**src/rtl/result_serializer_pkg.sv**
```systemverilog
// Shared encodings for the result serializer: global processing states,
// serializer FSM states and sync header bytes.
package result_serializer_pkg;

   localparam logic [2:0] GS_IDLE         = 3'd0;
   localparam logic [2:0] GS_CAPTURE      = 3'd1;
   localparam logic [2:0] THRESHOLD_STATE = 3'd2;
   localparam logic [2:0] SERIALIZE_STATE = 3'd3;

   typedef enum logic [2:0] {
      IDLE = 3'd0,
      HDR0 = 3'd1,
      HDR1 = 3'd2,
      READ = 3'd3,
      SEND = 3'd4,
      DONE = 3'd5
   } ser_state_e;

   localparam logic [7:0] SYNC0 = 8'h55;
   localparam logic [7:0] SYNC1 = 8'hAA;

endpackage

```
**src/rtl/result_serializer_bit_packer_8.sv**
```systemverilog
// MSB-first bit packer: shifts a pixel in at the LSB on each enable and flags
// the eighth shift, presenting the completed byte in that same cycle.
module bit_packer_8 (
   input  logic       clock,
   input  logic       reset,
   input  logic       shift_en_i,
   input  logic       bit_i,
   output logic [7:0] byte_o,
   output logic [2:0] count_o,
   output logic       byte_ready_o
);

   // The eighth bit goes straight into the caller's output register, so seven bits of history suffice.
   logic [6:0] shift_q, shift_d;
   logic [2:0] count_q, count_d;

   // Next-state for shift history and bit counter.
   always_comb begin
      shift_d = shift_q;
      count_d = count_q;
      if (shift_en_i) begin
         shift_d = {shift_q[5:0], bit_i};
         count_d = count_q + 3'd1;
      end else begin
         shift_d = shift_q;
         count_d = count_q;
      end
   end

   // State registers with asynchronous reset.
   always_ff @(posedge clock or posedge reset) begin
      if (reset) begin
         shift_q <= 7'd0;
         count_q <= 3'd0;
      end else begin
         shift_q <= shift_d;
         count_q <= count_d;
      end
   end

   assign byte_o       = {shift_q, bit_i};
   assign count_o      = count_q;
   assign byte_ready_o = shift_en_i && (count_q == 3'd7);

endmodule

```
**src/rtl/result_serializer.sv**
```systemverilog
// Streams the binary result memory out as MSB-first packed bytes over valid/ready.
// Optional sync header (0x55, 0xAA) enabled by RESULT_SERIALIZER_SYNC_HEADER_EN.
module result_serializer
   import result_serializer_pkg::*;
#(
   parameter int         WIDTH_BITS   = 8,
   parameter int         HEIGHT_BITS  = 8,
   parameter logic [2:0] ACTIVE_STATE = SERIALIZE_STATE
) (
   input  logic                   clock,
   input  logic                   reset,
   output logic [WIDTH_BITS-1:0]  oResultCol,
   output logic [HEIGHT_BITS-1:0] oResultRow,
   input  logic                   iResultData,
   input  logic [2:0]             global_state,
   output logic [7:0]             oTxData,
   output logic                   oTxValid,
   input  logic                   iTxReady,
   output logic                   finished
);

   localparam int POS_BITS = WIDTH_BITS + HEIGHT_BITS;
   localparam logic [POS_BITS-1:0] LAST_POS = '1;

   ser_state_e          state_q, state_d;
   logic [POS_BITS-1:0] pos_q, pos_d;
   logic                pend_q, pend_d;
   logic [7:0]          tx_data_q, tx_data_d;
   logic                tx_valid_q, tx_valid_d;
   logic                finished_q, finished_d;

   logic       active_s;
   logic       accept_s;
   logic       shift_en_s;
   logic [7:0] pk_byte_s;
   logic [2:0] pk_count_s;
   logic       pk_ready_s;

   assign active_s   = (global_state == ACTIVE_STATE);
   assign accept_s   = tx_valid_q && iTxReady;
   // pend_q marks that the address issued last cycle has its data on iResultData now.
   assign shift_en_s = (state_q == READ) && active_s && pend_q;

   bit_packer_8 u_packer (
      .clock        (clock),
      .reset        (reset),
      .shift_en_i   (shift_en_s),
      .bit_i        (iResultData),
      .byte_o       (pk_byte_s),
      .count_o      (pk_count_s),
      .byte_ready_o (pk_ready_s)
   );

   // FSM next-state, address generation and transmit register updates.
   always_comb begin
      state_d    = state_q;
      pos_d      = pos_q;
      pend_d     = pend_q;
      tx_data_d  = tx_data_q;
      tx_valid_d = tx_valid_q;
      finished_d = finished_q;
      case (state_q)
         IDLE: begin
            if (active_s && !finished_q) begin
`ifdef RESULT_SERIALIZER_SYNC_HEADER_EN
               state_d    = HDR0;
               tx_data_d  = SYNC0;
               tx_valid_d = 1'b1;
`else
               // The start cycle already issues pixel 0, giving 9 cycles to the first valid byte.
               state_d = READ;
               pend_d  = 1'b1;
               pos_d   = pos_q + {{(POS_BITS-1){1'b0}}, 1'b1};
`endif
            end else begin
               state_d = IDLE;
            end
         end
`ifdef RESULT_SERIALIZER_SYNC_HEADER_EN
         HDR0: begin
            if (accept_s) begin
               state_d   = HDR1;
               tx_data_d = SYNC1;
            end else begin
               state_d = HDR0;
            end
         end
         HDR1: begin
            if (accept_s) begin
               state_d    = READ;
               tx_valid_d = 1'b0;
            end else begin
               state_d = HDR1;
            end
         end
`endif
         READ: begin
            if (!active_s) begin
               // Any in-flight read is dropped; rewind to the pending bit so it is re-issued on resume.
               pend_d = 1'b0;
               pos_d  = {pos_q[POS_BITS-1:3], pk_count_s};
            end else if (pk_ready_s) begin
               state_d    = SEND;
               pend_d     = 1'b0;
               tx_data_d  = pk_byte_s;
               tx_valid_d = 1'b1;
            end else begin
               pend_d = 1'b1;
               if (pos_q[2:0] != 3'd7) begin
                  pos_d = pos_q + {{(POS_BITS-1){1'b0}}, 1'b1};
               end else begin
                  pos_d = pos_q;
               end
            end
         end
         SEND: begin
            if (accept_s) begin
               tx_valid_d = 1'b0;
               if (pos_q == LAST_POS) begin
                  state_d    = DONE;
                  pos_d      = '0;
                  finished_d = 1'b1;
               end else begin
                  state_d = READ;
                  pos_d   = pos_q + {{(POS_BITS-1){1'b0}}, 1'b1};
               end
            end else begin
               state_d = SEND;
            end
         end
         DONE: begin
            state_d    = DONE;
            pos_d      = '0;
            tx_valid_d = 1'b0;
            finished_d = 1'b1;
         end
         default: begin
            state_d    = IDLE;
            pos_d      = '0;
            pend_d     = 1'b0;
            tx_valid_d = 1'b0;
         end
      endcase
   end

   // State and output registers with asynchronous reset.
   always_ff @(posedge clock or posedge reset) begin
      if (reset) begin
         state_q    <= IDLE;
         pos_q      <= '0;
         pend_q     <= 1'b0;
         tx_data_q  <= 8'd0;
         tx_valid_q <= 1'b0;
         finished_q <= 1'b0;
      end else begin
         state_q    <= state_d;
         pos_q      <= pos_d;
         pend_q     <= pend_d;
         tx_data_q  <= tx_data_d;
         tx_valid_q <= tx_valid_d;
         finished_q <= finished_d;
      end
   end

   assign oResultRow = pos_q[POS_BITS-1:WIDTH_BITS];
   assign oResultCol = pos_q[WIDTH_BITS-1:0];
   assign oTxData    = tx_data_q;
   assign oTxValid   = tx_valid_q;
   assign finished   = finished_q;

endmodule

```
**config.mk**
```make
export PLATFORM = sky130hd
export DESIGN_NAME = result_serializer
export DESIGN_NICKNAME = d
export VERILOG_FILES = /design/src/rtl/result_serializer_pkg.sv /design/src/rtl/result_serializer_bit_packer_8.sv /design/src/rtl/result_serializer.sv
export SDC_FILE = /design/constraint.sdc
export NUM_CORES = 1
export LEC_CHECK = 0
export CORE_MARGIN = 2
export CORE_UTILIZATION = 25
export CTS_BUF_LIST = sky130_fd_sc_hd__clkbuf_8
export CTS_CLUSTER_SIZE = 40
export DETAILED_ROUTE_END_ITERATION = 8
export HOLD_SLACK_MARGIN = 0.08
export MAX_ROUTING_LAYER = met4
export PLACE_DENSITY_LB_ADDON = 0.12
export SLEW_MARGIN = 25
export SYNTH_ARGS = -nofsm -noshare
export SYNTH_HDL_FRONTEND = slang
export SYNTH_SLANG_ARGS = --single-unit
```
**constraint.sdc**
```tcl
create_clock -name clock -period 2.1 [get_ports clock]
set_input_delay 0.315 -clock clock [delete_from_list [all_inputs] [get_ports clock]]
set_output_delay 0.315 -clock clock [all_outputs]
set_load 0.02 [all_outputs]
```
**Word level (Yosys, flattened, before mapping)**

Cells that the tools add are included.

- Add/subtract/negate cells: 2
- Equal/unequal tests: 16
- Muxes and demuxes: 24
- Bitwise gates (word level): 2
- Reductions and logical operators: 16

Operator list:

| operator | count |
|---|---|
| two-way mux 16 bit | 6 |
| one-hot mux 16 bit (3 select lines) | 1 |
| adder 16 x 1 -> 16 bit, second input constant | 1 |
| equality test 16 bit, second input constant | 1 |
| two-way mux 3 bit | 4 |
| != test 2 bit, second input constant | 6 |
| one-hot mux 3 bit (4 select lines) | 1 |
| equality test 3 bit, second input constant | 3 |
| two-way mux 1 bit | 8 |
| AND reduction 4 bit | 2 |
| equality test 3 x 2 -> 1 bit, second input constant | 2 |
| != test 3 bit, second input constant | 2 |
| one-hot mux 1 bit (3 select lines) | 2 |
| AND reduction 3 bit | 2 |
| logical AND 1 bit | 5 |
| AND reduction 5 bit | 1 |
| AND reduction 2 bit | 2 |
| adder 3 x 1 -> 3 bit, second input constant | 1 |
| zero test 3 bit | 1 |
| != test 3 x 2 -> 1 bit, second input constant | 1 |
| two-way mux 2 bit | 1 |
| != test 2 x 1 -> 1 bit, second input constant | 1 |
| inverter 1 bit | 2 |
| one-hot mux 1 bit (2 select lines) | 1 |
| 3 further kinds | 3 |

- Bits in registers: 40
- Bits of input ports: 7
- Output and inout bits: 26
- Logic and storage cells: 69

**Depth between registers and ports, before layout**

- Depth in word-level cells: 7
- Depth in mapped cells: 9
- Depth with buffers taken out: 7

**By module**

From an unflattened synthesis, not the netlist that was laid out.

- Cell total of the unflattened synthesis: 206
- Area total of the unflattened synthesis: 2177.1 um^2

By module, submodules not included:

| module | times used | cells each | area each (um^2) | sequential area each (um^2) |
|---|---|---|---|---|
| result_serializer | 1 | 180 | 1731.7 | 750.7 |
| bit_packer_8 | 1 | 26 | 445.4 | 250.2 |

**Worst setup path after synthesis**

Ideal clock, no wire load.

- Path kind: register to register
- From: register pos_q[0]
- To: register pos_q[9]
- Library setup time: 0.069 ns
- Data arrival time: 2.020 ns
- Slack: 0.011 ns
- Cell stages (with the launch flop): 8
- Path buffers: 1
- Clock period less this slack: 2.089 ns
- Cells stage by stage: dfrtp_1 > ha_1 > and3_1 > and4bb_4 > o22a_1 > buf_2 > or4_1 > nand3_1

- Longest elaborated chain between the ends: 5
- Elaborated cells between the ends (all ways): 12

RTL lines:

| element | line | text |
|---|---|---|
| start, declared | result_serializer.sv:26 | `logic [POS_BITS-1:0] pos_q, pos_d;` |
| start signal, assigned | result_serializer.sv:157 | `pos_q <= pos_d;` |
| adder 16 x 1 -> 16 bit | result_serializer.sv:73, result_serializer.sv:110, result_serializer.sv:125 |  |
| two-way mux 16 bit | result_serializer.sv:109 | `if (pos_q[2:0] != 3'd7) begin` |
| two-way mux 16 bit | result_serializer.sv:102 | `end else if (pk_ready_s) begin` |
| two-way mux 16 bit | result_serializer.sv:98 | `if (!active_s) begin` |
| one-hot mux 16 bit (3 select lines) | result_serializer.sv:62 | `case (state_q)` |

Several ways; a longest one is shown, not always the timed one. The select of a mux whose other input is x is not followed.
A chain may end at the register's enable or synchronous reset.

**Final worst setup path**

- From: register pos_q[0]
- To: register pos_q[7]

Same word-level chain as after synthesis.

==> results <==
- The clock slew at the register clock pins of the worst setup and hold paths is 0.08 ns.
- The library cell occupying the most area in the post-synthesis netlist is sky130_fd_sc_hd__dfrtp_1.
- After synthesis the netlist holds a flip-flop and latch count of 40.
- The cell family contributing the most delay on the critical path is simple AND/OR/NAND/NOR gates.
- The antenna cell count is 0.
- The average detailed-routed wire length per instance is 13.8 um.
- The HPWL after detailed placement is around 3900 um.
- The number of global-route vias before repair is 1877.
- The combined flip-flop and latch cell area is 1000 um^2.
- Walking the worst path, the cells encountered are ha_1 > and3_1 > and4bb_4 > o22a_2 > or4_1 > o21ai_0.
- The first-iteration detailed-routing DRC count is 84.
- At the later pin of the worst-skew pair, clock insertion delay measures 0.30 ns.
- The fraction of synthesis flops using an asynchronous set or reset pin is between 90% and 100%.
- Timing would allow up to 497 MHz.
- The area of the core is 8180 um^2.
- After detailed routing, the number of remaining DRC violations is 0.
- The worst path needs 2.01 ns of the cycle, external delays included.
- Counting flops with a built-in enable in the synthesized netlist gives 0.
- During synthesis, Yosys emitted a total of 0 warnings.
- The largest incremental delay on the critical path is 0.49 ns.
- The largest fanout of any net on the critical path is 11.
- The area of placed instances is between 2000 and 3000 um^2.
- The final hold violation count is 0.
- The share of cells above drive strength 1 is around 26%.
- The I/O pin count is 33.
- After detailed routing, the total wire length is about 5300 um.
- Summed over all cells, the static leakage comes to between 1 and 1.5 nW.
- The period utilization is a little over nine tenths.
- In this run the vertical extent of the chip is 95.5 um.
- STA classifies the critical path endpoint as a register.
- The total chip power is between 2 and 3 mW.
- The max-capacitance violation count is 0.
- The detailed-route vias per instance is roughly 4.7.
- The final worst hold slack is about 0.44 ns.
- Together, buffers and inverters on the worst path number 0.
- On the final layout, the worst clock skew is 0.00813 ns.
- The cell count after placement is 373.
- The simple logic cell fraction of the synthesized area is 20.8%.
- The synthesized netlist occupies a cell area of 2090 um^2.
- The depth of the CTS H-tree is 2.
- The average instance in the mapped netlist occupies 10.1 um^2.
- The required time at the endpoint of the critical path is 2.31 ns.
- The final weighted congestion in routability-driven placement is ~0.81.
- The number of hold buffers added after CTS was 0.
- The number of optimization iterations in the first detailed-route pass is 4.
- The worst-case IR drop observed on VDD is between 0.5 and 0.6 mV.
- Setup repair after global routing could not meet its margin everywhere.
- For this run the aggregate overflow at the end of global routing stands at 0.
- The full die area is 9110 um^2.
- For the worst setup path, the data arrival time is 2.22 ns.
- The library cells used most frequently in the layout, excluding fill and tap cells, are sky130_fd_sc_hd__dfrtp_1 (40), sky130_fd_sc_hd__buf_4 (37), sky130_fd_sc_hd__clkdlybuf4s50_1 (32).
- The worst relative slew slack is 65.7%.
- The first global-routing pass estimated between 8000 and 9000 um of wire.
- The filler cell count in the final layout is ~860.
- The maximum number of pins on one net before global-route repair is 41.
- The net count after synthesis is approximately 220.
- The number of antenna violations at the first check in global routing is 0.
- The number of nets in the final layout is 286.
- The type of the tightest min-delay check is in2async.
- The number of setup violations in the final report is 0.
- In the synthesized netlist the dominant register cell turns out to be sky130_fd_sc_hd__dfrtp_1.
- The synthesized netlist devotes 16.0% of its cell area to compound gates.
- The proportion of synthesized area in mux cells is 9.63%.
- For this design the ratio of total power to cell area is 896 nW/um^2.
- The most common library cell in the layout ignoring fill and taps is sky130_fd_sc_hd__dfrtp_1.
- The global router's overall resource usage is 13.1%.
- The parity-gate share of the synthesized area counting xor and xnor cells is less than 1%.
- After synthesis, the largest family of logic cells by area is simple AND/OR/NAND/NOR gates.
- The floorplan has 33 rows.
- The run finished with clean final reports.
- After synthesis, flip-flops and latches occupy 47.9% of the total area.
- The count of cells in the finished layout, fillers not included, comes to between 300 and 400.
- In this run the remaining antenna-violating nets after routing total 0.
- The buffer levels on the longest clock path is 2.
- The total CTS buffers is 5.
- The path type of the worst setup path is reg2reg.
- The number of port buffers is 32.
- Synthesis produced a netlist whose cell count is 206.
- Compared with the post-synthesis result, the final layout area differs by 38.8%.
- The total count of max-transition violations in the final report came to 0.
- The measured slew at the worst slew-check pin is ~0.51 ns.
- The CTS tree is built.
- The number of distinct library cell variants in the gate-level netlist after synthesis is 41.
- The share of synthesized area in the top cell type comes to 47.9%.
- The area used by multi-input combinational logic is between 1000 and 1500 um^2.
- The routed layout has approximately 1800 vias.
- On the critical path, the stage with the largest delay is an instance of sky130_fd_sc_hd__or4_1.
- STA classifies the critical path startpoint as a register.
- The count of clock tree sinks is 40.
- After routing the design area is 2900 um^2.
- The initial utilization of the core area, before any placement, comes to between 20% and 30%.
- The die is between 90 and 100 um wide.
- Yosys attributes the largest share of cell area to sky130_fd_sc_hd__dfrtp_1 (48%), sky130_fd_sc_hd__mux2_2 (9.2%), sky130_fd_sc_hd__nand2_1 (3.6%).
- The synthesized-area fraction occupied by adder cells is under 10%.
- The root buffer cell is sky130_fd_sc_hd__clkbuf_8.
-- area by class of cell --
cell class              count  share of cell area (%)
well taps                 105                    4.53
flip-flops and latches     40                    34.5
repair buffers             69                    20.6
clock buffers               5                    2.37
inverters                   6                   0.776
multi-input cells         153                    35.6
clock inverters             3                    1.59
-- per-layer routing --
metal / wire length, um / GRT usage (%) / vias to the layer above
met5: 0 / - / -
met4: 68 / 3.93 / 0
met3: 151 / 2.21 / 6
met2: 2350 / 20.3 / 26
met1: 2690 / 17.7 / 880
li1: - / - / 890
-- logic make-up (layout without fill, tap and decap cells) --
group | count (synthesis) | count (layout)
simple gates | 81 | 81
compound gates | 49 | 49
flops | 40 | 40
mux | 18 | 18
buf+inv | 13 | 83
fa+ha+maj | 4 | 4
xor+xnor | 1 | 1
-- through the flow --
step	TNS [ns]	worst slack (ns)	util [%]
2_1_floorplan	0	0.0115	-
3_3_place_gp	-2.16	-0.218	34.0
3_5_place_dp	-2.48	-0.254	34.0
4_1_cts	0	0.0143	35.4
5_1_grt	-0.00381	-0.00381	35.5
6_report	0	0.0880	35.5
-- registers in the layout, indices dropped and copies added (netlist names) --
signal            cells
u_packer.shift_q      7
pend_q                1
u_packer.count_o      3
state_q               3
finished              1
pos_q                16
oTxValid              1
oTxData               8
-- worst register-to-register path, stage by stage, from the launching register on --
cell                       delay (ns)
sky130_fd_sc_hd__dfrtp_1         0.39
sky130_fd_sc_hd__ha_1            0.22
sky130_fd_sc_hd__and3_1          0.21
sky130_fd_sc_hd__and4bb_4        0.22
sky130_fd_sc_hd__o22a_2          0.31
sky130_fd_sc_hd__or4_1           0.49
sky130_fd_sc_hd__o21ai_0         0.10
-- where the power goes --
| group | leakage, nW | internal [mW] | switching, mW |
|---|---|---|---|
| Sequential | 0.549 | 0.858 | 0.0823 |
| Clock | 0.0548 | 0.358 | 0.304 |
| Combinational | 0.708 | 0.469 | 0.528 |
-- cells in the mapped netlist (all sizes together), types with 2 or more instances --
cell	instances
nor2b	3
a22o	5
a31oi	2
a21oi	9
nand2	20
o22ai	2
o21ai	12
nand4	6
inv	6
nand2b	2
or4	4
ha	4
mux2	17
o31ai	2
a21o	8
buf	5
dfrtp	40
nand3	13
and2	2
a22oi	2
o21bai	3
nor4	2
nand3b	2
nor2	18
nor3	3
clkbuf	2
-- worst paths after layout --
path	startpoint	endpoint	slack, ns	depth (start not counted)
max	pos_q[0]	pos_q[7]	0.09	6
min	reset	pos_q[14]	0.44	3
max reg2reg	pos_q[0]	pos_q[7]	0.09	6
min reg2reg	u_packer.shift_q[6]	oTxData[7]	0.51	1
max in group asynchronous	reset	u_packer.count_o[0]	1.31	3
min in group clock	u_packer.shift_q[6]	oTxData[7]	0.51	1
-- timing repair --
item / in CTS / in global routing
buffers inserted: 0 / 0
endpoints found under the setup margin: 0 / 12
resized for setup: 0 / 4
Power figures use the tool's default switching activity.
